[src/rtl/adder_pkg.sv]
// Shared definitions for the bit-serial adder: FSM state encoding and the
// legal operand width range.
package adder_pkg;

  typedef enum logic [1:0] {
    ST_IDLE = 2'd0,
    ST_RUN  = 2'd1,
    ST_DONE = 2'd2
  } state_e;

  localparam int WIDTH_MIN = 2;
  localparam int WIDTH_MAX = 64;

  function automatic logic width_ok(input int w);
    return (w >= WIDTH_MIN) && (w <= WIDTH_MAX);
  endfunction

endpackage

[src/rtl/serial_adder_fa_cell.sv]
// Combinational 1-bit full adder; the only arithmetic cell in the serial adder.
module fa_cell (
  input  logic x,
  input  logic y,
  input  logic ci,
  output logic sum,
  output logic co
);

  assign sum = x ^ y ^ ci;
  assign co  = (x & y) | (ci & (x ^ y));

endmodule

[src/rtl/serial_adder.sv]
// Bit-serial adder/subtractor: one full-adder cell, WIDTH steps per operation,
// registered result with sum, carry-out, signed overflow and a done pulse.
module serial_adder
  import adder_pkg::*;
#(
  parameter int WIDTH = 8
) (
  input  logic             clk,
  input  logic             rst,
  input  logic             start,
  input  logic             sub,
  input  logic [WIDTH-1:0] a,
  input  logic [WIDTH-1:0] b,
  input  logic             cin,
  output logic             busy,
  output logic             done,
  output logic [WIDTH-1:0] s,
  output logic             cout,
  output logic             ovf
);

  localparam int              CW       = $clog2(WIDTH);
  localparam logic [CW-1:0]   CNT_LAST = CW'(WIDTH - 1);

  if (!width_ok(WIDTH)) begin : g_bad_width
    $error("serial_adder: WIDTH out of range");
  end

  state_e           state_q, state_d;
  logic [WIDTH-1:0] a_q, a_d;
  logic [WIDTH-1:0] b_q, b_d;
  logic             c_q, c_d;
  logic [CW-1:0]    cnt_q, cnt_d;
  logic [WIDTH-2:0] ps_q, ps_d;
  logic [WIDTH-1:0] s_q, s_d;
  logic             cout_q, cout_d;
  logic             ovf_q, ovf_d;
  logic             busy_q, busy_d;
  logic             done_q, done_d;

  logic             cell_sum;
  logic             cell_co;
  logic             c_msb;
  logic [WIDTH-1:0] ps_full;

  fa_cell u_fa (
    .x   (a_q[0]),
    .y   (b_q[0]),
    .ci  (c_q),
    .sum (cell_sum),
    .co  (cell_co)
  );

  // On the MSB step the carry register still holds the carry into the MSB.
  assign c_msb   = c_q;
  assign ps_full = {cell_sum, ps_q};

  always_comb begin
    // NOTE: every signal gets a hold default first so no path leaves it
    // unassigned, which would otherwise infer a latch.
    state_d = state_q;
    a_d     = a_q;
    b_d     = b_q;
    c_d     = c_q;
    cnt_d   = cnt_q;
    ps_d    = ps_q;
    s_d     = s_q;
    cout_d  = cout_q;
    ovf_d   = ovf_q;
    busy_d  = busy_q;
    done_d  = 1'b0;

    unique case (state_q)
      ST_IDLE, ST_DONE: begin
        busy_d = 1'b0;
        if (start) begin
          // Subtraction is a + ~b + 1, so the carry seeds the +1.
          a_d     = a;
          b_d     = sub ? ~b : b;
          c_d     = sub ? 1'b1 : cin;
          cnt_d   = '0;
          busy_d  = 1'b1;
          state_d = ST_RUN;
        end else begin
          state_d = ST_IDLE;
        end
      end

      ST_RUN: begin
        a_d   = a_q >> 1;
        b_d   = b_q >> 1;
        c_d   = cell_co;
        ps_d  = ps_full[WIDTH-1:1];
        cnt_d = cnt_q + CW'(1);
        if (cnt_q == CNT_LAST) begin
          s_d     = ps_full;
          cout_d  = cell_co;
          ovf_d   = c_msb ^ cell_co;
          done_d  = 1'b1;
          busy_d  = 1'b0;
          state_d = ST_DONE;
        end
      end

      default: begin
        busy_d  = 1'b0;
        state_d = ST_IDLE;
      end
    endcase
  end

  // NOTE: the datapath registers are reset too, so an abandoned operation
  // leaves no stale operand bits and reset state is fully defined.
  always_ff @(posedge clk) begin
    // NOTE: non-blocking assignments here so every flop samples the
    // pre-edge values computed by the always_comb block.
    if (rst) begin
      state_q <= ST_IDLE;
      a_q     <= '0;
      b_q     <= '0;
      c_q     <= 1'b0;
      cnt_q   <= '0;
      ps_q    <= '0;
      s_q     <= '0;
      cout_q  <= 1'b0;
      ovf_q   <= 1'b0;
      busy_q  <= 1'b0;
      done_q  <= 1'b0;
    end else begin
      state_q <= state_d;
      a_q     <= a_d;
      b_q     <= b_d;
      c_q     <= c_d;
      cnt_q   <= cnt_d;
      ps_q    <= ps_d;
      s_q     <= s_d;
      cout_q  <= cout_d;
      ovf_q   <= ovf_d;
      busy_q  <= busy_d;
      done_q  <= done_d;
    end
  end

  assign busy = busy_q;
  assign done = done_q;
  assign s    = s_q;
  assign cout = cout_q;
  assign ovf  = ovf_q;

endmodule

[config.mk]
export PLATFORM = sky130hd
export DESIGN_NAME = serial_adder
export DESIGN_NICKNAME = d
export VERILOG_FILES = /design/src/rtl/adder_pkg.sv /design/src/rtl/serial_adder_fa_cell.sv /design/src/rtl/serial_adder.sv
export SDC_FILE = /design/constraint.sdc
export NUM_CORES = 1
export LEC_CHECK = 0
export CAP_MARGIN = 20
export CORE_ASPECT_RATIO = 1.75
export CORE_UTILIZATION = 69
export CTS_BUF_LIST = sky130_fd_sc_hd__clkbuf_8
export DETAILED_ROUTE_END_ITERATION = 10
export DONT_BUFFER_PORTS = 1
export GPL_TIMING_DRIVEN = 0
export PLACE_DENSITY = 0.95
export SETUP_SLACK_MARGIN = 0.05
export SLEW_MARGIN = 20
export SYNTH_ARGS = -nofsm -noshare
export SYNTH_HDL_FRONTEND = slang
export SYNTH_SLANG_ARGS = --single-unit
[constraint.sdc]
create_clock -name clk -period 3.05 [get_ports clk]
set_clock_uncertainty 0.1 [all_clocks]
set_input_delay 0.305 -clock clk [delete_from_list [all_inputs] [get_ports clk]]
set_output_delay 0.305 -clock clk [all_outputs]
set_load 0.02 [all_outputs]
==> metrics.md, run 1 <==
| Metric | Value |
|---|---|
| Distinct cells, synth | `30` |
| Rel. slew slack | `62.1%` |
| Post-synth EDFFs | `0` |
| Crit path DAT | `1680 ps` |
| Syn. warnings | `0` |
| GRT overflow | `0` |
| Synth area leaders | `dfxtp_1, nand2_1, a21oi_1` |
| Vias | `1,400` |
| Synth Area in Simple Gates | `18.4%` |
| Adder-cell share of the synthesized area | `2.45%` |
| Largest net degree at the start of global routing | `13` |
| Vias in the first global route | `1,314` |
| Clk sinks | `41` |
| Routability Congestion | `0.832` |
| Worst Max-Slew Pin Slew | `569 ps` |
| Layout cells sized above 1 | `22.9%` |
| TritonCTS clock tree | `done` |
| Initial antenna violation count | `0` |
| Vias/cell | `6.17` |
| Buffers on Ports | `0` |
| RSZ-0062 raised after global routing | `false` |
| VDD IR-drop max | `0.452 mV` |
| Reg2Reg Depth | `6` |
| Antenna-violating nets left | `0` |
| Final setup violation count | `0` |
| Share of synthesized flip-flops with an asynchronous set or reset | `0%` |
| Final Hold Vio Count | `0` |
| Ant diodes | `0` |
| DRC | `0` |
| First-pass GRT wire length | `5.80 mm` |
| Initial core utilization | `73.7%` |
| Max Fclk | `0.646 GHz` |
| Clock Tree Buf Depth | `2` |
| Cts bufs inserted | `5` |
| # IOs | `33` |
| Die height | `70.3 microns` |
| Layout Nets | `225` |
| Status | `complete, no violations` |
| Clk slew on worst S/H paths | `80 ps` |
| Clk_lat worst skew | `300 ps` |
| Resized cells post-CTS | `0` |
| Total die area | `2880 sq um` |
| Wire length per cell | `16.1 microns` |
| Post-DP HPWL | `2.61 mm` |
| H-tree Lvls | `2` |
| Main combinational cell family by area after synthesis | `compound AO/OA/AOI/OAI gates` |
| Element type at the critical path end | `register` |
| Mapped cell area | `1840 sq um` |
| Reg2reg end | `s[4]` |
| Total of max-cap violations | `0` |
| Mapped Cells | `194` |
| Layout Cells excl Fill | `227` |
| Post-synthesis mux area share | `0%` |
| Hold buffers post-CTS | `0` |
| Post-synth top area share | `44.7%` |
| Fin Setup TNS | `0 ps` |
| Routed WL | `3.65 mm` |
| Prevailing post-synth register cell | `dfxtp_1` |
| Peak fanout along the critical path | `10` |
| Worst reg2reg setup slack | `1500 ps` |
| Root Driver | `clkbuf_8` |
| Buffers inserted by post-CTS timing repair | `0` |
| Required @ worst endpoint | `3180 ps` |
| P per Cell Area | `580 nW/um^2` |
| Seq/Total Area, Yosys | `44.7%` |
| Syn-to-layout area delta | `7.42%` |
| Slew Limit Fails | `0` |
| Ratio of final minimum period to clock period | `50.8%` |
| Setup crit start kind | `register` |
| Overall routing resource usage | `29.1%` |
| Worst min path class | `in2reg` |
| Cell taking the most area after synthesis | `dfxtp_1` |
| Lkg Pwr | `0.704 nW` |
| Hold Path Depth | `2` |
| Placed cells | `220` |
| Final Critical Period | `1550 ps` |
| Hold Crit Start | `a[7]` |
| Number of synthesized register bits | `41` |
| Synthesized Nets | `218` |
| Drt pass-1 iters | `4` |
| Core Area | `2490 sq um` |
| Row cnt | `24` |
| Synth Area in Compound Gates | `21.9%` |
| Critical path origin | `cnt_q[0]` |
| Hold path endpoint | `a_q[7]` |
| Synth Area in XOR/XNOR | `4.29%` |
| Iteration-0 DRC Markers | `67` |
| Die Width | `41.0 microns` |
| Syn avg cell area | `9.47 sq um` |
| Worst reg2reg path startpoint | `cnt_q[0]` |
| Critical path class | `reg2reg` |
==> logic make-up after synthesis <==
| family | count (synthesis) |
|---|---|
| buffers and inverters | 18 |
| AOI/OAI and AO/OA | 54 |
| adders and majority gates | 3 |
| xor gates and xnor gates | 9 |
| DFF | 41 |
| and+or+nand+nor | 69 |
==> stage by stage <==
step	worst slack [ps]	cell area (sq um)	power [mW]	util, %	hold slack [ps]
detailed placement	1520	1870	0.727	75.1	352
floorplan	1660	1840	0.700	-	332
CTS	1490	1970	1.15	79.2	36.6
finish	1500	1970	1.14	79.2	37.4
global route	1400	1970	1.17	79.2	36.1
global placement	1540	1870	0.719	75.1	348
==> placed cells by master (no fill, tap or decap), types with 2 or more instances in the layout <==
cell type and instances:
buf_8 2, clkbuf_1 3, a21oi_1 24, a21oi_2 12, clkbuf_8 5, xor2_1 8, buf_4 3, nand3_2 2
nor2_1 4, nand3_1 18, nand2b_1 3, dfxtp_1 41, a22oi_1 5, buf_6 4, nand2_1 37, ha_1 2
buf_2 4, a22oi_2 9
==> critical path, cell delays in order (launching register included) <==
cell and delay [ps]:
dfxtp_1 360, ha_1 170, ha_1 240, and3b_1 210
buf_2 200, nand2_1 70, a21oi_1 130
==> power breakdown <==
group          total [mW]  internal, mW  leakage (nW)  switching [mW]
clock network       0.427         0.238        0.0540           0.190
logic               0.142        0.0617         0.316          0.0799
registers           0.575         0.557         0.334          0.0183
==> cell type report <==
| cell class | count | area, sq um |
|---|---|---|
| plain buffers | 18 | 153 |
| clock buffers | 5 | 68.8 |
| clock inverters | 2 | 35.0 |
| fillers | 167 | 518 |
| multi-input cells | 135 | 865 |
| flip-flops and latches | 41 | 821 |
| well taps | 26 | 32.5 |
==> cells in the mapped netlist, drive strengths merged, types with 2 or more instances <==
cell,number
a21oi,36
nor2,4
dfxtp,41
a22oi,14
nand2b,3
nand3,20
buf,15
clkbuf,3
nand3b,2
nor2b,2
xor2,8
ha,2
nand2,37
==> how the worst max path moves through the flow <==
| stage | endpoint | slack, ps | depth (start not counted) |
|---|---|---|---|
| floorplan | ovf | 1660 | 5 |
| global placement | ovf | 1540 | 5 |
| CTS | s[4] | 1490 | 6 |
| global route | s[3] | 1400 | 6 |
| finish | s[4] | 1500 | 6 |
| detailed placement | s[4] | 1520 | 6 |
==> routing by layer <==
layer  track usage, %  up-vias  part of all wire [%]
met5                0        -                     0
met4             11.1        0                   1.9
met2             47.7       51                    55
met3             7.94        6                   4.5
li1                 -      677                     -
met1             33.2      666                    39
==> state kept, by name (all words and copies together), names as in the netlist <==
register and cells:
s 8, state_q 2, cout 1, a_q 8, ps_q 7, c_msb 1, ovf 1, b_q 8
cnt_q 3, done 1, busy 1
No activity file was read; power rests on OpenSTA's default activity.
==> run 2: changes to the inputs <==
--- a/config.mk
+++ b/config.mk
@@ -7,12 +7,12 @@
 export LEC_CHECK = 0
 export CAP_MARGIN = 20
 export CORE_ASPECT_RATIO = 1.75
-export CORE_UTILIZATION = 69
+export CORE_UTILIZATION = 58
 export CTS_BUF_LIST = sky130_fd_sc_hd__clkbuf_8
 export DETAILED_ROUTE_END_ITERATION = 10
 export DONT_BUFFER_PORTS = 1
 export GPL_TIMING_DRIVEN = 0
-export PLACE_DENSITY = 0.95
+export PLACE_DENSITY = 0.86
 export SETUP_SLACK_MARGIN = 0.05
 export SLEW_MARGIN = 20
 export SYNTH_ARGS = -nofsm -noshare
==> constraint.sdc (replaced) <==
create_clock -name clk -period 1.3 [get_ports clk]
set_clock_uncertainty 0.1 [all_clocks]
set_input_delay 0.13 -clock clk [delete_from_list [all_inputs] [get_ports clk]]
set_output_delay 0.13 -clock clk [all_outputs]
set_load 0.02 [all_outputs]
==> run 2 against run 1 <==
  * The run now ends with negative setup slack left
  * Flip-flop and latch count unchanged
  * Worst setup slack got worse by 1600 ps
  * Cell count rose by 13%
  * Non-clock buffer count is 13 higher
  * Die area is 18% higher
  * Highest routed layer unchanged
==> metrics.md, run 2 (synthesized netlist as in run 1, its figures left out) <==
| Metric | Value |
|---|---|
| P per Cell Area | `1180 nW/um^2 (+100%)` |
| Drt pass-1 iters | `4 (unchanged)` |
| Most frequent cells in the layout | `dfxtp_1, nand2_1, a21oi_1, nand3_1, a21oi_2` |
| DP Area | `1930 sq um (+3.3%)` |
| Failing checks | `negative setup slack` |
| Initial core utilization | `62.1% (-12 points)` |
| Vias in the first global route | `1,455 (+11%)` |
| H-tree Lvls | `2 (unchanged)` |
| Ratio of final minimum period to clock period | `106% (+55 points)` |
| Clock Tree Buf Depth | `2 (unchanged)` |
| Worst Max-Slew Pin Slew | `574 ps (+4.74 ps)` |
| Post-DP HPWL | `2.65 mm (+1.5%)` |
| Peak fanout along the critical path | `5 (-5)` |
| Crit path cell chain | `ha_4 > ha_4 > and3b_2 > buf_6 > nand2_2 > a21oi_1` |
| Total die area | `3410 sq um (+18%)` |
| Die Width | `44.6 microns (+8.6%)` |
| Ant diodes | `0 (unchanged)` |
| Root Driver | `clkbuf_8` |
| Clk sinks | `41 (unchanged)` |
| Worst min path class | `in2reg` |
| Row cnt | `26 (+8.3%)` |
| Wire length per cell | `15.6 microns (-3.0%)` |
| Largest net degree at the start of global routing | `13 (unchanged)` |
| Fin Setup TNS | `-641 ps (-641 ps)` |
| Iteration-0 DRC Markers | `57 (-15%)` |
| Required @ worst endpoint | `1360 ps (-1820 ps)` |
| Overall routing resource usage | `25.2% (-3.9 points)` |
| Final Critical Period | `1370 ps (-175 ps)` |
| CP most frequent cell | `ha_4` |
| Routed WL | `4.00 mm (+9.8%)` |
| Final Cell Area | `2230 sq um (+13%)` |
| Cts bufs inserted | `5 (unchanged)` |
| Vias | `1,480 (+5.7%)` |
| First-pass GRT wire length | `6.36 mm (+9.7%)` |
| Routability Congestion | `0.848 (+1.9%)` |
| Setup crit start kind | `register` |
| Final Hold Vio Count | `0 (unchanged)` |
| Lkg Pwr | `0.775 nW (+10%)` |
| Final setup margin | `-73.8 ps (-1580 ps)` |
| Critical path's slowest cell | `dfxtp_2` |
| Max Fclk | `0.728 GHz (+13%)` |
| Vias/cell | `5.76 (-6.6%)` |
| VDD IR-drop max | `1.12 mV (+150%)` |
| Antenna-violating nets left | `0 (unchanged)` |
| # IOs | `33 (unchanged)` |
| Overall power | `2.63 mW (+130%)` |
| Buffers on Ports | `0 (unchanged)` |
| RSZ-0062 raised after global routing | `true` |
| TritonCTS clock tree | `done` |
| Total of max-cap violations | `0 (unchanged)` |
| Crit path DAT | `1430 ps (-250 ps)` |
| Rel. slew slack | `61.7% (-0.32 points)` |
| Critical path class | `reg2reg` |
| GRT overflow | `0 (unchanged)` |
| Clk_lat worst skew | `290 ps (about the same)` |
| Core Area | `2960 sq um (+19%)` |
| DRC | `0 (unchanged)` |
| Element type at the critical path end | `register` |
| Syn-to-layout area delta | `21.2%` |
| Layout Nets | `238 (+5.8%)` |
| Clk slew on worst S/H paths | `80 ps (about the same)` |
| Final setup violation count | `10 (+10)` |
| Initial antenna violation count | `0 (unchanged)` |
| Layout cells sized above 1 | `35.3% (+12 points)` |
| Most common cell after layout, fill and taps aside | `dfxtp_1` |
| CP max stage delay | `340 ps (-20 ps)` |
| Status | `finished, violations left` |
| Slew Limit Fails | `0 (unchanged)` |
| Die height | `76.5 microns (+8.8%)` |
[run 2: where the power goes]
group	total, mW	leakage (nW)	internal, mW	switching, mW
Combinational	0.374	0.384	0.174	0.201
Sequential	1.35	0.337	1.31	0.0434
Clock	0.907	0.0542	0.480	0.428
[run 2: per-stage QoR]
step                      instances  util, %  worst slack (ps)  hold WS (ps)
after floorplan                 194        -              26.9           166
after global placement          236     65.3             -52.5           173
after detailed placement        236     65.3             -89.8           176
after CTS                       254     72.7             -54.8          22.6
after global routing            257     75.3              -104          44.2
final                           257     75.3             -73.8          32.4
[run 2: path summary, 6_finish.rpt]
| path | startpoint | to | slack, ps | depth (start not counted) |
|---|---|---|---|---|
| setup / recovery | cnt_q[1] | cout | -70 | 6 |
| hold / removal | start | c_msb | 30 | 3 |
| setup reg to reg | cnt_q[1] | cout | -70 | 6 |
| hold reg to reg | a_q[3] | a_q[3] | 370 | 2 |
[run 2: critical path: cells and delay by family, from the launching register on]
| family | cells | cell delay [ps] |
|---|---|---|
| simple gates | 2 | 290 |
| compound gates | 1 | 60 |
| fa+ha+maj | 2 | 330 |
| buf+inv | 1 | 140 |
| flops | 1 | 340 |
[run 2: metal layers]
| metal | global-route usage, % | part of all wire, % | vias up |
|---|---|---|---|
| met3 | 6.40 | 4.7 | 10 |
| met2 | 44.4 | 56 | 55 |
| met1 | 24.8 | 37 | 713 |
| met5 | 0 | 0 | - |
| met4 | 14.2 | 2.2 | 0 |
| li1 | - | - | 702 |
[run 2: cell type report]
type / count / area [sq um]
Timing Repair Buffer: 13 / 126
Buffer: 18 / 173
Tap cell: 42 / 52.6
Multi-Input combinational cell: 135 / 942
Fill cell: 213 / 732
Sequential cell: 41 / 833
Clock buffer: 7 / 96.3
Clock inverter: 1 / 5.00
[run 2: what timing repair did]
item,CTS,global route
gates cloned,0,1
hold buffers,10,0
hold endpoints to repair,10,0
setup buffers,0,2
pin swaps,3,4
resized for setup,8,20
endpoints found under the setup margin,25,23
==> run 3: changes to the inputs <==
--- a/config.mk
+++ b/config.mk
@@ -7,14 +7,15 @@
 export LEC_CHECK = 0
 export CAP_MARGIN = 20
 export CORE_ASPECT_RATIO = 1.75
-export CORE_UTILIZATION = 58
+export CORE_UTILIZATION = 69
 export CTS_BUF_LIST = sky130_fd_sc_hd__clkbuf_8
 export DETAILED_ROUTE_END_ITERATION = 10
 export DONT_BUFFER_PORTS = 1
 export GPL_TIMING_DRIVEN = 0
-export PLACE_DENSITY = 0.86
+export PLACE_DENSITY = 0.95
 export SETUP_SLACK_MARGIN = 0.05
 export SLEW_MARGIN = 20
 export SYNTH_ARGS = -nofsm -noshare
 export SYNTH_HDL_FRONTEND = slang
 export SYNTH_SLANG_ARGS = --single-unit
+export TNS_END_PERCENT = 100
==> constraint.sdc (replaced) <==
create_clock -name clk -period 1.61 [get_ports clk]
set_clock_uncertainty 0.1 [all_clocks]
set_input_delay 0.161 -clock clk [delete_from_list [all_inputs] [get_ports clk]]
set_output_delay 0.161 -clock clk [all_outputs]
set_load 0.02 [all_outputs]
==> run 3 against run 2 <==
  * The flow now finishes without violations
  * Critical path depth did not move
  * Final area fell by 7.0%
  * Register-to-register slack improved by 200 ps
  * Cell count fell by 8.2%
  * Combinational power fell by 21%
  * Clock-buffer cell count fell by 2
  * Global-route usage rose by 7.1 points
  * Non-clock buffer count fell by 4
  * Worst setup slack improved by 200 ps
  * Die area fell by 15%
  * Core utilization rose by 7.9 points
  * Wire length rose by 1.7%
  * Critical path type unchanged
  * Critical endpoint is now s[4]
==> metrics.md, run 3 (synthesized netlist as in run 1, its figures left out) <==
| Metric | Value |
|---|---|
| Reg2Reg Depth | `6 (unchanged)` |
| Row cnt | `24 (-7.7%)` |
| Sw frac | `25.7% (+0.23 points)` |
| Syn-to-layout area delta | `12.8%` |
| Final Hold Vio Count | `0 (unchanged)` |
| Clk sinks | `41 (unchanged)` |
| Ratio of final minimum period to clock period | `92.1% (-14 points)` |
| Most common cell after layout, fill and taps aside | `dfxtp_1` |
| # IOs | `33 (unchanged)` |
| RSZ-0062 raised after global routing | `false` |
| Final setup violation count | `0 (-10)` |
| Ant diodes | `0 (unchanged)` |
| Root Driver | `clkbuf_8` |
| Routability Congestion | `0.832 (-1.9%)` |
| Layout cells sized above 1 | `22.4% (-13 points)` |
| Iteration-0 DRC Markers | `71 (+25%)` |
| Reg2reg end | `s[4]` |
| Required @ worst endpoint | `1740 ps (+380 ps)` |
| P per Cell Area | `1060 nW/um^2 (-10%)` |
| Slew Limit Fails | `0 (unchanged)` |
| Worst Max-Slew Pin Slew | `556 ps (-17.9 ps)` |
| Worst min path class | `in2reg` |
| Setup crit start kind | `register` |
| Critical path class | `reg2reg` |
| Crit path cell chain | `ha_1 > ha_2 > and3b_1 > buf_6 > nand2_1 > a21oi_1` |
| Met2 usage | `52.1% (+7.7 points)` |
| Initial antenna violation count | `0 (unchanged)` |
| Crit path DAT | `1610 ps (+180 ps)` |
| Die height | `70.3 microns (-8.1%)` |
| Lkg Pwr | `0.739 nW (-4.6%)` |
| Rel. slew slack | `62.9% (+1.2 points)` |
| Clock Tree Buf Depth | `2 (unchanged)` |
| Worst reg2reg path startpoint | `cnt_q[0]` |
| Most frequent cells in the layout | `dfxtp_1, nand2_1, a21oi_1, nand3_1, a21oi_2` |
| Clk slew on worst S/H paths | `80 ps (about the same)` |
| Fin Setup TNS | `0 ps (+641 ps)` |
| Routed WL | `4.07 mm (+1.7%)` |
| Clock share of power | `37.1% (+2.6 points)` |
| Total die area | `2880 sq um (-15%)` |
| Drt pass-1 iters | `4 (unchanged)` |
| Element type at the critical path end | `register` |
| Critical path's slowest cell | `dfxtp_1` |
| Hold Crit Start | `cin` |
| Initial core utilization | `73.7% (+12 points)` |
| Overall power | `2.21 mW (-16%)` |
| Combinational power share | `13.4% (-0.8 points)` |
| Layout Nets | `234 (-1.7%)` |
| Net Switching | `0.568 mW (-15%)` |
| GRT overflow | `0 (unchanged)` |
| Largest net degree at the start of global routing | `13 (unchanged)` |
| TritonCTS clock tree | `done` |
| Sequential share of power | `49.5% (-1.8 points)` |
| First-pass GRT wire length | `6.35 mm (-0.11%)` |
| Core Area | `2490 sq um (-16%)` |
| Buffers inserted by post-CTS timing repair | `0 (unchanged)` |
| Antenna-violating nets left | `0 (unchanged)` |
| DRC | `0 (unchanged)` |
| Peak fanout along the critical path | `10 (+5)` |
| Final Critical Period | `1480 ps (+109 ps)` |
| Hold path endpoint | `c_msb` |
| Total of max-cap violations | `0 (unchanged)` |
| Buffers on Ports | `0 (unchanged)` |
| Hold Path Depth | `2 (-1)` |
| Final setup margin | `127 ps (+201 ps)` |
| M1 GR Usage | `36.8% (+12 points)` |
| Die Width | `41.0 microns (-7.9%)` |
| Most Used Layer, Global Route | `met2` |
| VDD IR-drop max | `0.868 mV (-23%)` |
| Grt met3 use | `7.94% (+1.5 points)` |
| Vias/cell | `6.36 (+10%)` |
| Power Internal | `1.64 mW (-16%)` |
| Post-Place Setup Slack | `75.7 ps (+165 ps)` |
| Cts bufs inserted | `5 (unchanged)` |
| Vias | `1,500 (+1.4%)` |
| Post-DP HPWL | `2.61 mm (-1.5%)` |
| Max Fclk | `0.675 GHz (-7.3%)` |
| Wire length per cell | `17.3 microns (+11%)` |
| Status | `complete, no violations` |
| CP max stage delay | `360 ps (+20 ps)` |
| Clk_lat worst skew | `300 ps (about the same)` |
| Vias in the first global route | `1,395 (-4.1%)` |
| Overall routing resource usage | `32.3% (+7.1 points)` |
| Worst reg2reg setup slack | `130 ps (+200 ps)` |
| Filler Cell Count | `145 (-32%)` |
| H-tree Lvls | `2 (unchanged)` |
[run 3: worst max path at each step]
stage	startpoint	end	slack (ps)
final	cnt_q[0]	s[4]	130
after global routing	cnt_q[0]	s[3]	50
after CTS	cnt_q[0]	s[4]	50
after detailed placement	cnt_q[0]	s[4]	80
after global placement	cnt_q[0]	ovf	100
after floorplan	cnt_q[0]	ovf	220
[run 3: timing repair]
| item | in CTS | in global routing |
|---|---|---|
| resized for setup | 0 | 4 |
| hold endpoints to repair | 9 | 0 |
| setup endpoints to repair | 0 | 10 |
| hold buffers | 9 | 0 |
[run 3: final cells by class]
cell class	instances	area [sq um]	area share [%]
well taps	26	32.5	1.57
clock inverters	2	35.0	1.69
clock buffers	5	68.8	3.32
flip-flops and latches	41	821	39.6
multi-input cells	135	867	41.8
repair buffers	9	90.1	4.35
plain buffers	18	159	7.66
[run 3: metal layers]
metal  share of wire (%)  up-vias
met5                   0        -
met4                 2.9        0
met3                 5.0       14
met2                  55       66
met1                  37      727
li1                    -      693
[run 3: worst max-delay path, delay by kind of cell, from the launching register on]
family | cells | cell delay, ps
compound gates | 1 | 130
fa+ha+maj | 2 | 380
buf+inv | 1 | 150
flops | 1 | 360
simple gates | 2 | 280
[run 3: power groups by stage]
stage               sequential (mW)  clock, mW  combinational (mW)
finish                         1.09      0.818               0.295
global route                   1.10      0.845               0.313
CTS                            1.09      0.814               0.286
detailed placement             1.11          0               0.264
global placement               1.11          0               0.254
floorplan                      1.10          0               0.222
[run 3: stage by stage]
step                      hold WS, ps  util (%)  instances  instance area, sq um
final                            9.08      83.2        236                  2070
after global routing             20.5      83.2        236                  2070
after CTS                        12.3      82.8        236                  2060
after detailed placement          211      75.1        220                  1870
after global placement            204      75.1        220                  1870
after floorplan                   197         -        194                  1840
